$ cat src/rtl/memory_access_unit_if.sv
// Request/response handshake and dataRAM bus bundle for memory_access_unit.
// Ports: request*/response* processor side, ram* dataRAM side.
interface memory_access_unit_if #(
  parameter int ADDRESS_WIDTH = 10,
  parameter int DATA_WIDTH    = 32
);
  logic                     requestValid;
  logic                     requestReady;
  logic                     requestWrite;
  logic                     requestByte;
  logic [ADDRESS_WIDTH-1:0] requestAddress;
  logic [1:0]               requestByteSelect;
  logic [DATA_WIDTH-1:0]    requestData;
  logic                     responseValid;
  logic [DATA_WIDTH-1:0]    responseData;
  logic                     responseError;
  logic [ADDRESS_WIDTH-1:0] ramAddress;
  logic                     ramWriteEnable;
  logic [DATA_WIDTH-1:0]    ramDataC;
  logic [DATA_WIDTH-1:0]    ramDataIn;

  modport slave (
    input  requestValid, requestWrite,
    input  requestByte, requestAddress,
    input  requestByteSelect, requestData,
    input  ramDataIn,
    output requestReady, responseValid,
    output responseData, responseError,
    output ramAddress, ramWriteEnable,
    output ramDataC
  );

  modport master (
    output requestValid, requestWrite,
    output requestByte, requestAddress,
    output requestByteSelect, requestData,
    output ramDataIn,
    input  requestReady, responseValid,
    input  responseData, responseError,
    input  ramAddress, ramWriteEnable,
    input  ramDataC
  );
endinterface

$ cat src/rtl/memory_access_unit.sv
// Load/store initiator for a single-port dataRAM (word/byte, RMW stores).
// Ports: clock, resetN (async active-low), bus (memory_access_unit_if.slave).
module memory_access_unit #(
  parameter int ADDRESS_WIDTH = 10,
  parameter int DATA_WIDTH    = 32,
  parameter int RAM_DEPTH     = 51,
  parameter int READ_LATENCY  = 0
) (
  input logic                 clock,
  input logic                 resetN,
  memory_access_unit_if.slave bus
);

  localparam int CW =
    (READ_LATENCY > 0) ? $clog2(READ_LATENCY + 1) : 1;
  localparam logic [CW-1:0] WAIT_LAST = CW'(READ_LATENCY);
  localparam logic [ADDRESS_WIDTH:0] DEPTH =
    (ADDRESS_WIDTH + 1)'(RAM_DEPTH);
  localparam logic [DATA_WIDTH-1:0] LOW_MASK =
    DATA_WIDTH'(8'hFF);

  typedef enum logic [1:0] {
    IDLE, READ, WRITE, RESPOND
  } state_t;

  state_t                   state;
  logic [ADDRESS_WIDTH-1:0] addrQ;
  logic                     writeQ;
  logic                     byteQ;
  logic [1:0]               laneQ;
  logic [DATA_WIDTH-1:0]    dataQ;
  logic [CW-1:0]            waitCnt;

  logic                     addrBad;
  logic [4:0]               shiftAmt;
  logic [DATA_WIDTH-1:0]    byteLoad;
  logic [DATA_WIDTH-1:0]    merged;

  assign addrBad = {1'b0, bus.requestAddress} >= DEPTH;

  // Lane extract for byte loads and lane merge for byte stores.
  always_comb begin
    shiftAmt = {laneQ, 3'b000};
    byteLoad = (bus.ramDataIn >> shiftAmt) & LOW_MASK;
    merged   = (bus.ramDataIn & ~(LOW_MASK << shiftAmt))
             | ((dataQ & LOW_MASK) << shiftAmt);
  end

  always_ff @(posedge clock or negedge resetN) begin
    if (!resetN) begin
      state              <= IDLE;
      addrQ              <= '0;
      writeQ             <= 1'b0;
      byteQ              <= 1'b0;
      laneQ              <= '0;
      dataQ              <= '0;
      waitCnt            <= '0;
      bus.requestReady   <= 1'b1;
      bus.responseValid  <= 1'b0;
      bus.responseData   <= '0;
      bus.responseError  <= 1'b0;
      bus.ramAddress     <= '0;
      bus.ramWriteEnable <= 1'b0;
      bus.ramDataC       <= '0;
    end else begin
      unique case (state)
        IDLE: begin
          if (bus.requestValid && bus.requestReady) begin
            addrQ            <= bus.requestAddress;
            writeQ           <= bus.requestWrite;
            byteQ            <= bus.requestByte;
            laneQ            <= bus.requestByteSelect;
            dataQ            <= bus.requestData;
            waitCnt          <= '0;
            bus.requestReady <= 1'b0;
            if (addrBad) begin
              bus.responseValid <= 1'b1;
              bus.responseError <= 1'b1;
              bus.responseData  <= '0;
              state             <= RESPOND;
            end else if (bus.requestWrite && !bus.requestByte) begin
              bus.ramAddress     <= bus.requestAddress;
              bus.ramDataC       <= bus.requestData;
              bus.ramWriteEnable <= 1'b1;
              state              <= WRITE;
            end else begin
              bus.ramAddress <= bus.requestAddress;
              state          <= READ;
            end
          end
        end
        READ: begin
          if (waitCnt == WAIT_LAST) begin
            if (writeQ) begin
              bus.ramDataC       <= merged;
              bus.ramWriteEnable <= 1'b1;
              state              <= WRITE;
            end else begin
              bus.responseValid <= 1'b1;
              bus.responseError <= 1'b0;
              bus.responseData  <=
                byteQ ? byteLoad : bus.ramDataIn;
              state             <= RESPOND;
            end
          end else begin
            waitCnt <= waitCnt + CW'(1);
          end
        end
        WRITE: begin
          bus.ramWriteEnable <= 1'b0;
          bus.responseValid  <= 1'b1;
          bus.responseError  <= 1'b0;
          bus.responseData   <= '0;
          state              <= RESPOND;
        end
        RESPOND: begin
          bus.responseValid <= 1'b0;
          bus.responseError <= 1'b0;
          bus.responseData  <= '0;
          bus.requestReady  <= 1'b1;
          state             <= IDLE;
        end
        default: state <= IDLE;
      endcase
    end
  end

endmodule

$ cat src/flat_wrapper.sv
// flat-port wrapper written by rule: the top's interface ports become plain ports
module memory_access_unit_flat 
#(
  parameter int ADDRESS_WIDTH = 10,
  parameter int DATA_WIDTH    = 32,
  parameter int RAM_DEPTH     = 51,
  parameter int READ_LATENCY  = 0
)
  (clock, resetN, bus_requestValid, bus_requestWrite, bus_requestByte, bus_requestAddress, bus_requestByteSelect, bus_requestData, bus_ramDataIn, bus_requestReady, bus_responseValid, bus_responseData, bus_responseError, bus_ramAddress, bus_ramWriteEnable, bus_ramDataC);
  memory_access_unit_if #(.ADDRESS_WIDTH(ADDRESS_WIDTH), .DATA_WIDTH(DATA_WIDTH)) bus_i ();
  input logic clock;
  input logic resetN;
  input wire logic [$bits(bus_i.requestValid)-1:0] bus_requestValid;
  input wire logic [$bits(bus_i.requestWrite)-1:0] bus_requestWrite;
  input wire logic [$bits(bus_i.requestByte)-1:0] bus_requestByte;
  input wire logic [$bits(bus_i.requestAddress)-1:0] bus_requestAddress;
  input wire logic [$bits(bus_i.requestByteSelect)-1:0] bus_requestByteSelect;
  input wire logic [$bits(bus_i.requestData)-1:0] bus_requestData;
  input wire logic [$bits(bus_i.ramDataIn)-1:0] bus_ramDataIn;
  output wire logic [$bits(bus_i.requestReady)-1:0] bus_requestReady;
  output wire logic [$bits(bus_i.responseValid)-1:0] bus_responseValid;
  output wire logic [$bits(bus_i.responseData)-1:0] bus_responseData;
  output wire logic [$bits(bus_i.responseError)-1:0] bus_responseError;
  output wire logic [$bits(bus_i.ramAddress)-1:0] bus_ramAddress;
  output wire logic [$bits(bus_i.ramWriteEnable)-1:0] bus_ramWriteEnable;
  output wire logic [$bits(bus_i.ramDataC)-1:0] bus_ramDataC;
  assign bus_i.requestValid = bus_requestValid;
  assign bus_i.requestWrite = bus_requestWrite;
  assign bus_i.requestByte = bus_requestByte;
  assign bus_i.requestAddress = bus_requestAddress;
  assign bus_i.requestByteSelect = bus_requestByteSelect;
  assign bus_i.requestData = bus_requestData;
  assign bus_i.ramDataIn = bus_ramDataIn;
  assign bus_requestReady = bus_i.requestReady;
  assign bus_responseValid = bus_i.responseValid;
  assign bus_responseData = bus_i.responseData;
  assign bus_responseError = bus_i.responseError;
  assign bus_ramAddress = bus_i.ramAddress;
  assign bus_ramWriteEnable = bus_i.ramWriteEnable;
  assign bus_ramDataC = bus_i.ramDataC;
  memory_access_unit #(.ADDRESS_WIDTH(ADDRESS_WIDTH), .DATA_WIDTH(DATA_WIDTH), .RAM_DEPTH(RAM_DEPTH), .READ_LATENCY(READ_LATENCY)) u_core (.clock(clock), .resetN(resetN), .bus(bus_i));
endmodule
$ cat config.mk
export PLATFORM = sky130hd
export DESIGN_NAME = memory_access_unit_flat
export DESIGN_NICKNAME = d
export VERILOG_FILES = /design/src/rtl/memory_access_unit_if.sv /design/src/rtl/memory_access_unit.sv /design/src/flat_wrapper.sv
export SDC_FILE = /design/constraint.sdc
export NUM_CORES = 1
export LEC_CHECK = 0
export BUFFER_PORTS_ARGS = -buffer_cell sky130_fd_sc_hd__buf_2
export CAP_MARGIN = 10
export CORE_MARGIN = 2
export CORE_UTILIZATION = 51
export DETAILED_ROUTE_END_ITERATION = 6
export PLACE_DENSITY_LB_ADDON = 0.15
export SETUP_SLACK_MARGIN = 0.05
export SYNTH_ARGS = -nofsm -noshare
export SYNTH_HDL_FRONTEND = slang
export SYNTH_SLANG_ARGS = --single-unit
$ cat constraint.sdc
create_clock -name clock -period 1.97 [get_ports clock]
set_input_delay 0.2955 -clock clock [delete_from_list [all_inputs] [get_ports clock]]
set_output_delay 0.2955 -clock clock [all_outputs]
set_load 0.1 [all_outputs]
* Word-level counts from Yosys, hierarchy flattened *
Index checks and enable logic that the tools add are counted.

cells by class
  shift-type cells = 3
  muxes and demuxes = 36
  bitwise gates (word level) = 4
  order comparisons = 1
  div/mod/pow operators = 0
  add/subtract/negate cells = 1
  eq/ne operators = 10
  reduce and logical (&&, ||, !) cells = 16
  multipliers = 0

operator list
  operator                                                                 number
  32-bit two-way mux                                                       10
  32-bit case mux with 3 select lines                                      1
  32-bit case mux with 2 select lines                                      1
  32-bit bitwise AND                                                       1
  32-bit NOT                                                               1
  32-bit bitwise OR                                                        1
  8-bit by 5-bit << shifter with 32-bit output                             1
  8-bit by 5-bit << shifter with 32-bit output (first input constant)      1
  32-bit by 5-bit right shift with 8-bit output                            1
  1-bit two-way mux                                                        14
  6-bit AND reduction                                                      2
  10-bit by 6-bit >= comparator with 1-bit output (second input constant)  1
  2-bit two-way mux                                                        4
  2-bit by 1-bit != test with 1-bit output (second input constant)         4
  2-bit case mux with 4 select lines                                       1
  2-bit AND reduction                                                      4
  2-bit != test (second input constant)                                    3
  1-bit case mux with 3 select lines                                       2
  2-bit equality test (second input constant)                              2
  1-bit case mux with 2 select lines                                       2
  1-bit case mux with 4 select lines                                       1
  4-bit AND reduction                                                      1
  2-bit nonzero test                                                       2
  3-bit AND reduction                                                      1
  8 further kinds                                                          9

word-level totals
  bits in latches = 0
  bits in registers = 93
  word-level logic and storage cells = 84
  input bits = 81
  output and inout port bits = 78
  memories kept = 0
  bits in writable memories = 0
  memory bits (read-only) = 0

* Logic depth before layout (Yosys ltp) *
Gate-level depths: netlist of the first run.

  depth in word-level cells = 7
  mapped depth = 8
  mapped depth without buffers = 6

* Worst setup path after synthesis of the first run *
No wires, ideal clock.

  kind = reg-to-reg
  from = register u_core.bus.requestReady
  to = register u_core.bus.ramDataC[0]
  buffers on the path = 1
  library setup time = 0.125 ns
  period minus slack after synthesis = 2.223 ns
  required time = 1.845 ns
  arrival = 2.098 ns
  cell stages (with the launch flop) = 6
  slack = -0.253 ns
  cell sequence = dfstp_2 > nand2_1 > a22o_1 > a21oi_4 > buf_6 > mux2_2

on the way
  longest elaborated chain between the ends = 3

ends and longest elaborated chain
  item                                                       RTL line                     text
  from (decl)                                                memory_access_unit_if.sv:27  output requestReady, responseValid,
  from (signal assigned)                                     memory_access_unit.sv:58     bus.requestReady <= 1'b1;
  from (signal assigned)                                     memory_access_unit.sv:75     bus.requestReady <= 1'b0;
  from (signal assigned)                                     memory_access_unit.sv:120    bus.requestReady <= 1'b1;
  1-bit logical AND                                          memory_access_unit.sv:68     if (bus.requestValid && bus.requestReady) begin
  2-bit by 1-bit != test with 1-bit output (no source line)  n/a
  6-bit AND reduction (no source line)                       n/a
  to (signal assigned)                                       memory_access_unit.sv:83     bus.ramDataC <= bus.requestData;
  to (signal assigned)                                       memory_access_unit.sv:95     bus.ramDataC <= merged;
  to (decl)                                                  memory_access_unit_if.sv:30  output ramDataC

No other way between the ends.
A chain may end at the register's enable or synchronous reset.

* Final worst setup path of the first run *
  from = register u_core.state[0]
  to = register u_core.bus.ramDataC[24]

on the way
  longest elaborated chain between the ends = 3
  elaborated cells between the ends (all ways) = 10
  classes of those cells = eq/ne: 6; mux: 1; reduce/logical: 3

ends and longest elaborated chain
  item                                                                                        RTL line                  text
  from (decl)                                                                                 memory_access_unit.sv:26  state_t state;
  from (signal assigned)                                                                      memory_access_unit.sv:51  state <= IDLE;
  from (signal assigned)                                                                      memory_access_unit.sv:80  state <= RESPOND;
  from (signal assigned)                                                                      memory_access_unit.sv:85  state <= WRITE;
  2-bit by 1-bit equality test with 1-bit output / 2-bit logical NOT (equally long branches)  memory_access_unit.sv:66  unique case (state)
  2-bit by 1-bit != test with 1-bit output (no source line) (tied with other cells)           n/a
  6-bit AND reduction (no source line)                                                        n/a

Parallel ways exist; a longest one is shown, timed or not.

==> results of run 1 <==
==> layout by cell type (no fill, tap or decap), drive strengths merged, types with 2 or more instances in the layout <==
| cell type | n |
|---|---|
| a22oi | 2 |
| nor2 | 43 |
| mux2i | 43 |
| buf | 186 |
| ha | 4 |
| nor2b | 3 |
| clkbuf | 11 |
| clkinv | 3 |
| a221o | 8 |
| dfrtp | 91 |
| a21bo | 24 |
| nand4 | 25 |
| inv | 8 |
| bufinv | 2 |
| mux2 | 58 |
| a211oi | 3 |
| a21oi | 38 |
| o21ai | 3 |
| nand2 | 5 |
| and2 | 5 |
| o211ai | 2 |
| nand3 | 2 |
==> worst register-to-register path: stages (launching register included) <==
cell and delay [ps]:
dfrtp_1 400, inv_2 70, ha_4 170, buf_6 130, a22o_4 230, a21oi_4 150, buf_6 150, clkbuf_16 160
mux2_2 330
==> layer usage <==
metal / vias to the layer above / share of wire / global-route usage
li1: 1816 / - / -
met1: 1972 / 0.45 / 0.375
met2: 164 / 0.47 / 0.410
met3: 13 / 0.073 / 0.0613
met4: 0 / 0.011 / 0.0769
met5: - / 0 / 0
==> cell usage after synthesis <==
master,number
nand4_2,1
dfstp_2,1
buf_6,5
a22oi_4,1
and2_1,5
a211oi_1,2
a21oi_4,1
buf_2,7
nand2_1,4
o211ai_1,1
and3b_1,1
a221o_1,8
nand2b_1,1
a22o_1,1
a211oi_2,1
o2111ai_1,1
nor2b_4,1
buf_4,3
nand3_1,2
nor4_4,1
dfrtp_1,91
o21a_1,1
ha_1,4
o21ai_0,3
nor2b_1,2
nand4_1,24
nor2_1,42
a21bo_2,24
o211ai_2,1
a21oi_1,37
nand2_2,1
and3_4,1
a22oi_1,1
mux2i_1,43
mux2_2,58
nor2_2,1
clkbuf_1,8
buf_1,6
inv_1,7
==> through the flow <==
step	hold slack [ps]	util	setup WS (ps)	instance area [sq um]	std cells
after floorplan	-0.0911	-	30.7	4740	403
after global placement	281	0.627	99.0	5720	662
after detailed placement	288	0.627	21.3	5720	662
after CTS	167	0.667	83.8	6080	686
after global routing	167	0.676	29.2	6160	689
final	168	0.676	75.2	6160	689
==> path summary, 6_finish.rpt <==
kind / start / endpoint
max: u_core.state[0] / u_core.bus.ramDataC[24]
min: bus_requestByteSelect[1] / u_core.laneQ[1]
max reg2reg: u_core.state[0] / u_core.bus.ramDataC[24]
min reg2reg: u_core.bus.responseData[10] / u_core.bus.responseData[10]
max in group asynchronous: resetN / u_core.bus.responseData[2]
min in group asynchronous: resetN / u_core.bus.responseData[30]
==> registers in the layout, summed over array words and instances (netlist names) <==
register	count
u_core.bus.responseError	1
u_core.bus.ramDataC	32
u_core.bus.responseValid	1
u_core.bus.responseData	32
u_core.state	2
u_core.writeQ	1
u_core.bus.ramWriteEnable	1
u_core.laneQ	2
u_core.dataQ	8
u_core.byteQ	1
u_core.bus.requestReady	1
u_core.bus.ramAddress	10
==> layout make-up <==
cell class	count	area, sq um	area share
multi-input combinational	275	2310	0.376
sequential	92	2310	0.375
timing repair buffer	188	1160	0.188
tap	111	139	0.0226
clock buffer	10	128	0.0207
clock inverter	6	87.6	0.0142
inverter	7	26.3	0.00427
==> logic make-up after synthesis <==
kind of cell / after synthesis / synth area share
AOI/OAI and AO/OA: 83 / 0.135
muxes: 101 / 0.229
adders and majority gates: 4 / 0.0106
DFF: 92 / 0.487
buffers and inverters: 36 / 0.0407
and+or+nand+nor: 87 / 0.0979
==> repair_timing <==
action,in CTS,in global routing
hold endpoints to repair,31,0
gates resized for setup,11,11
pin swaps,1,2
buffers inserted,5,2
hold buffers,1,0
endpoints found under the setup margin,32,39
cloned,2,1
==> impl_metrics.env, run 1 <==
export IMPL_status="completed"
export IMPL_cts_max_level=3
export IMPL_clockRootBuffer="clkbuf_8"
export IMPL_synth_cell_area_sq_mm=0.00473
export IMPL_clockBufferDepth=2
export IMPL_crit_path_max_fanout=8
export IMPL_area_growth_pct=30.2
export IMPL_drc_errors=0
export IMPL_syn_inst=403
export IMPL_grt_pass1_vias=3814
export IMPL_cp_cell_sequence="inv_2 -> ha_4 -> buf_6 -> a22o_4 -> a21oi_4 -> buf_6 -> clkbuf_16 -> mux2_2"
export IMPL_clock_latency_ps=360
export IMPL_routed_via_count=3965
export IMPL_grt_total_usage=0.265
export IMPL_critPathArrivalTime_ps=2150
export IMPL_slew_violations=0
export IMPL_yosys_area_top_type="dfrtp_1"
export IMPL_grt_pass1_wl_mm=20.5
export IMPL_n_fill_cell=706
export IMPL_synth_top_area_frac=0.481
export IMPL_dr_pass1_iters=4
export IMPL_diodes=0
export IMPL_die_y_um=100
export IMPL_rsz0062_at_grt="yes"
export IMPL_avgSynthCellArea_sq_um=11.7
export IMPL_layout_drive_gt1_share=0.522
export IMPL_ant_nets=0
export IMPL_max_cap_violations=0
export IMPL_dieArea_sq_mm=0.0101
export IMPL_cp_common_cell="buf_6"
export IMPL_die_x_um=100
export IMPL_portBuffers=158
export IMPL_setup_violations=0
export IMPL_cp_num_cells=8
export IMPL_routed_via_density=5.75
export IMPL_setup_worst_path_class="reg2reg"
export IMPL_ys_types=39
export IMPL_finalClockSkew_ps=13.3
export IMPL_hold_class="in2reg"
export IMPL_endpoint_kind="register"
export IMPL_hold_path_depth=2
export IMPL_antenna_found_initial=0
export IMPL_tns_ps=0
export IMPL_hpwl_mm=9.63
export IMPL_crit_slowest_cell="dfrtp_1"
export IMPL_cp_top_family="buffers and inverters"
export IMPL_start_util=0.519
export IMPL_hold_viol_final=0
export IMPL_syn_nets=488
export IMPL_fin_crit_sh=0.962
export IMPL_ys_ff_latch=92
export IMPL_critPathMaxStageDelay_ps=400
export IMPL_core_sq_mm=0.00911
export IMPL_worstMarginPinSlew_ps=505
export IMPL_nets=658
export IMPL_grt_max_degree=65
export IMPL_finalCriticalPeriod_ps=1890
export IMPL_avgRoutedWirePerCell_um=19.3
export IMPL_cts_buffers=9
export IMPL_synthTopCellsByArea="dfrtp_1 (48%), mux2_2 (14%), mux2i_1 (9.1%)"
export IMPL_clkSinkCount=92
export IMPL_grt_ovfl_total=0
export IMPL_first_iter_violations=147
export IMPL_startpoint_type="register"
export IMPL_wirelength_mm=13.3
export IMPL_yosysWarnings=0
export IMPL_fmax_mhz=528
export IMPL_clkTransAtPathRegs_ps=100
export IMPL_critPathBufInv=4
export IMPL_yosysSeqAreaShare=0.487
export IMPL_gp_congestion=0.883
export IMPL_num_rows=35
export IMPL_ios=159
export IMPL_r2r_cells=8
export IMPL_reg2reg_setup_slack_ps=80
export IMPL_cts_tree="done"
export IMPL_critPathRequiredTime_ps=2230
export IMPL_slew_headroom=0.666
Power of run 1 is left out: the tool's default activity adds up to more than one toggle a clock period on the data nets, which glitch-free logic cannot reach.
==> inputs of run 2 (changes only) <==
clock period = 1.85 ns   (was 1.97 ns; I/O delays follow)
==> run 2 against run 1 <==
  * The flow now finishes with violations (negative setup slack)
  * Global-route usage grew 0.46 points
  * First-iteration DRC count increased by 23%
  * Clock skew is 2.4 ps lower
  * Highest routed layer unchanged
==> impl_metrics.env, run 2 (synthesis gave the netlist of run 1 again) <==
export IMPL_fin_crit_sh=1.01
export IMPL_grt_pass1_wl_mm=20.9
export IMPL_dr_pass1_iters=5
export IMPL_fin_ws_ps=-21.1
export IMPL_hold_viol_final=0
export IMPL_seqCellArea_sq_mm=0.00231
export IMPL_hpwl_mm=9.78
export IMPL_wirelength_mm=13.8
export IMPL_timing_rr_start="u_core.state[0]"
export IMPL_max_cap_violations=0
export IMPL_die_y_um=100
export IMPL_clkSinkCount=92
export IMPL_finalClockSkew_ps=10.9
export IMPL_setup_worst_path_class="reg2reg"
export IMPL_cts_tree="done"
export IMPL_dieArea_sq_mm=0.0101
export IMPL_slew_violations=0
export IMPL_portBuffers=158
export IMPL_setup_violations=26
export IMPL_area_growth_pct=34.5
export IMPL_crit_start="u_core.state[0]"
export IMPL_routed_via_count=4007
export IMPL_cts_max_level=3
export IMPL_clock_latency_ps=360
export IMPL_layout_commonest_cell="buf_2"
export IMPL_min_from="bus_requestByteSelect[0]"
export IMPL_slew_headroom=0.645
export IMPL_die_x_um=100
export IMPL_diodes=0
export IMPL_start_util=0.519
export IMPL_clockRootBuffer="clkbuf_8"
export IMPL_crit_path_max_fanout=8
export IMPL_clockBufferDepth=2
export IMPL_grt_total_usage=0.270
export IMPL_startpoint_type="register"
export IMPL_ios=159
export IMPL_cts_buffers=9
export IMPL_grt_pass1_vias=3896
export IMPL_antenna_found_initial=0
export IMPL_stdcell_count=695
export IMPL_gp_congestion=0.942
export IMPL_core_sq_mm=0.00911
export IMPL_violations="negative setup slack"
export IMPL_final_util=0.699
export IMPL_fmax_mhz=534
export IMPL_avgRoutedWirePerCell_um=19.9
export IMPL_first_iter_violations=181
export IMPL_placed_cell_area_sq_mm=0.00574
export IMPL_multi_input_area_sq_mm=0.00242
export IMPL_dp_cells=664
export IMPL_layout_drive_gt1_share=0.531
export IMPL_place_ws_ps=-117
export IMPL_status="finished with violations"
export IMPL_n_fill_cell=704
export IMPL_critPathArrivalTime_ps=2120
export IMPL_stdcell_area_sq_mm=0.00636
export IMPL_top_regs="u_core.bus.ramDataC: 32 flops, u_core.bus.responseData: 32 flops, u_core.bus.ramAddress: 10 flops"
export IMPL_grt_ovfl_total=0
export IMPL_endpoint_kind="register"
export IMPL_worstMarginPinSlew_ps=532
export IMPL_most_common_layout_cells="buf_2 (156), dfrtp_1 (91), mux2i_1 (43)"
export IMPL_ant_nets=0
export IMPL_hold_class="in2reg"
export IMPL_clkTransAtPathRegs_ps=90
export IMPL_num_rows=35
export IMPL_finalCriticalPeriod_ps=1870
export IMPL_nets=665
export IMPL_grt_max_degree=65
export IMPL_routed_via_density=5.77
export IMPL_drc_errors=0
export IMPL_rsz0062_at_grt="yes"
export IMPL_critPathRequiredTime_ps=2100
run 2: layout make-up:
type                            count  area share
Timing Repair Buffer              194       0.202
Inverter                            7     0.00413
Multi-Input combinational cell    276       0.380
Clock inverter                      3     0.00334
Sequential cell                    92       0.362
Clock buffer                       12      0.0259
Tap cell                          111      0.0218
run 2: per-layer routing:
layer  vias to the layer above  part of all wire  track usage
li1                       1827                 -            -
met1                      1983              0.45        0.388
met2                       179              0.48        0.420
met3                        18             0.060       0.0571
met4                         0             0.017       0.0653
met5                         -                 0            0
run 2: what timing repair did:
action | 4_1_cts | 5_1_grt
cloned | 2 | 5
setup endpoints to repair | 60 | 61
hold buffers | 1 | 0
setup buffers | 5 | 3
resized for setup | 26 | 32
pin swaps | 3 | 10
hold endpoints to repair | 21 | 0
run 2: worst paths after layout:
kind,to,slack [ps],depth (start not counted)
worst min-delay path,u_core.laneQ[0],150,2
worst max register to register,u_core.bus.ramDataC[22],-20,8
worst min register to register,u_core.bus.responseData[31],490,1
min in group asynchronous,u_core.bus.responseValid,370,2
worst max-delay path,u_core.bus.ramDataC[22],-20,8
max in group asynchronous,u_core.byteQ,950,3
run 2: through the flow:
step	TNS (ps)	hold WS, ps
after global routing	-2320	140
after CTS	-734	139
final	-313	151
after floorplan	-2680	-18.1
after global placement	-12.2	217
after detailed placement	-3390	218
run 2: critical path, stage by stage (launching register included):
cell and delay [ps]:
dfrtp_1 420, inv_2 100, ha_4 140, and3b_1 170, o211ai_1 130, a21oi_4 180
buf_6 160, buf_16 150, mux2_4 300
Power of run 2 is left out for the same reason.
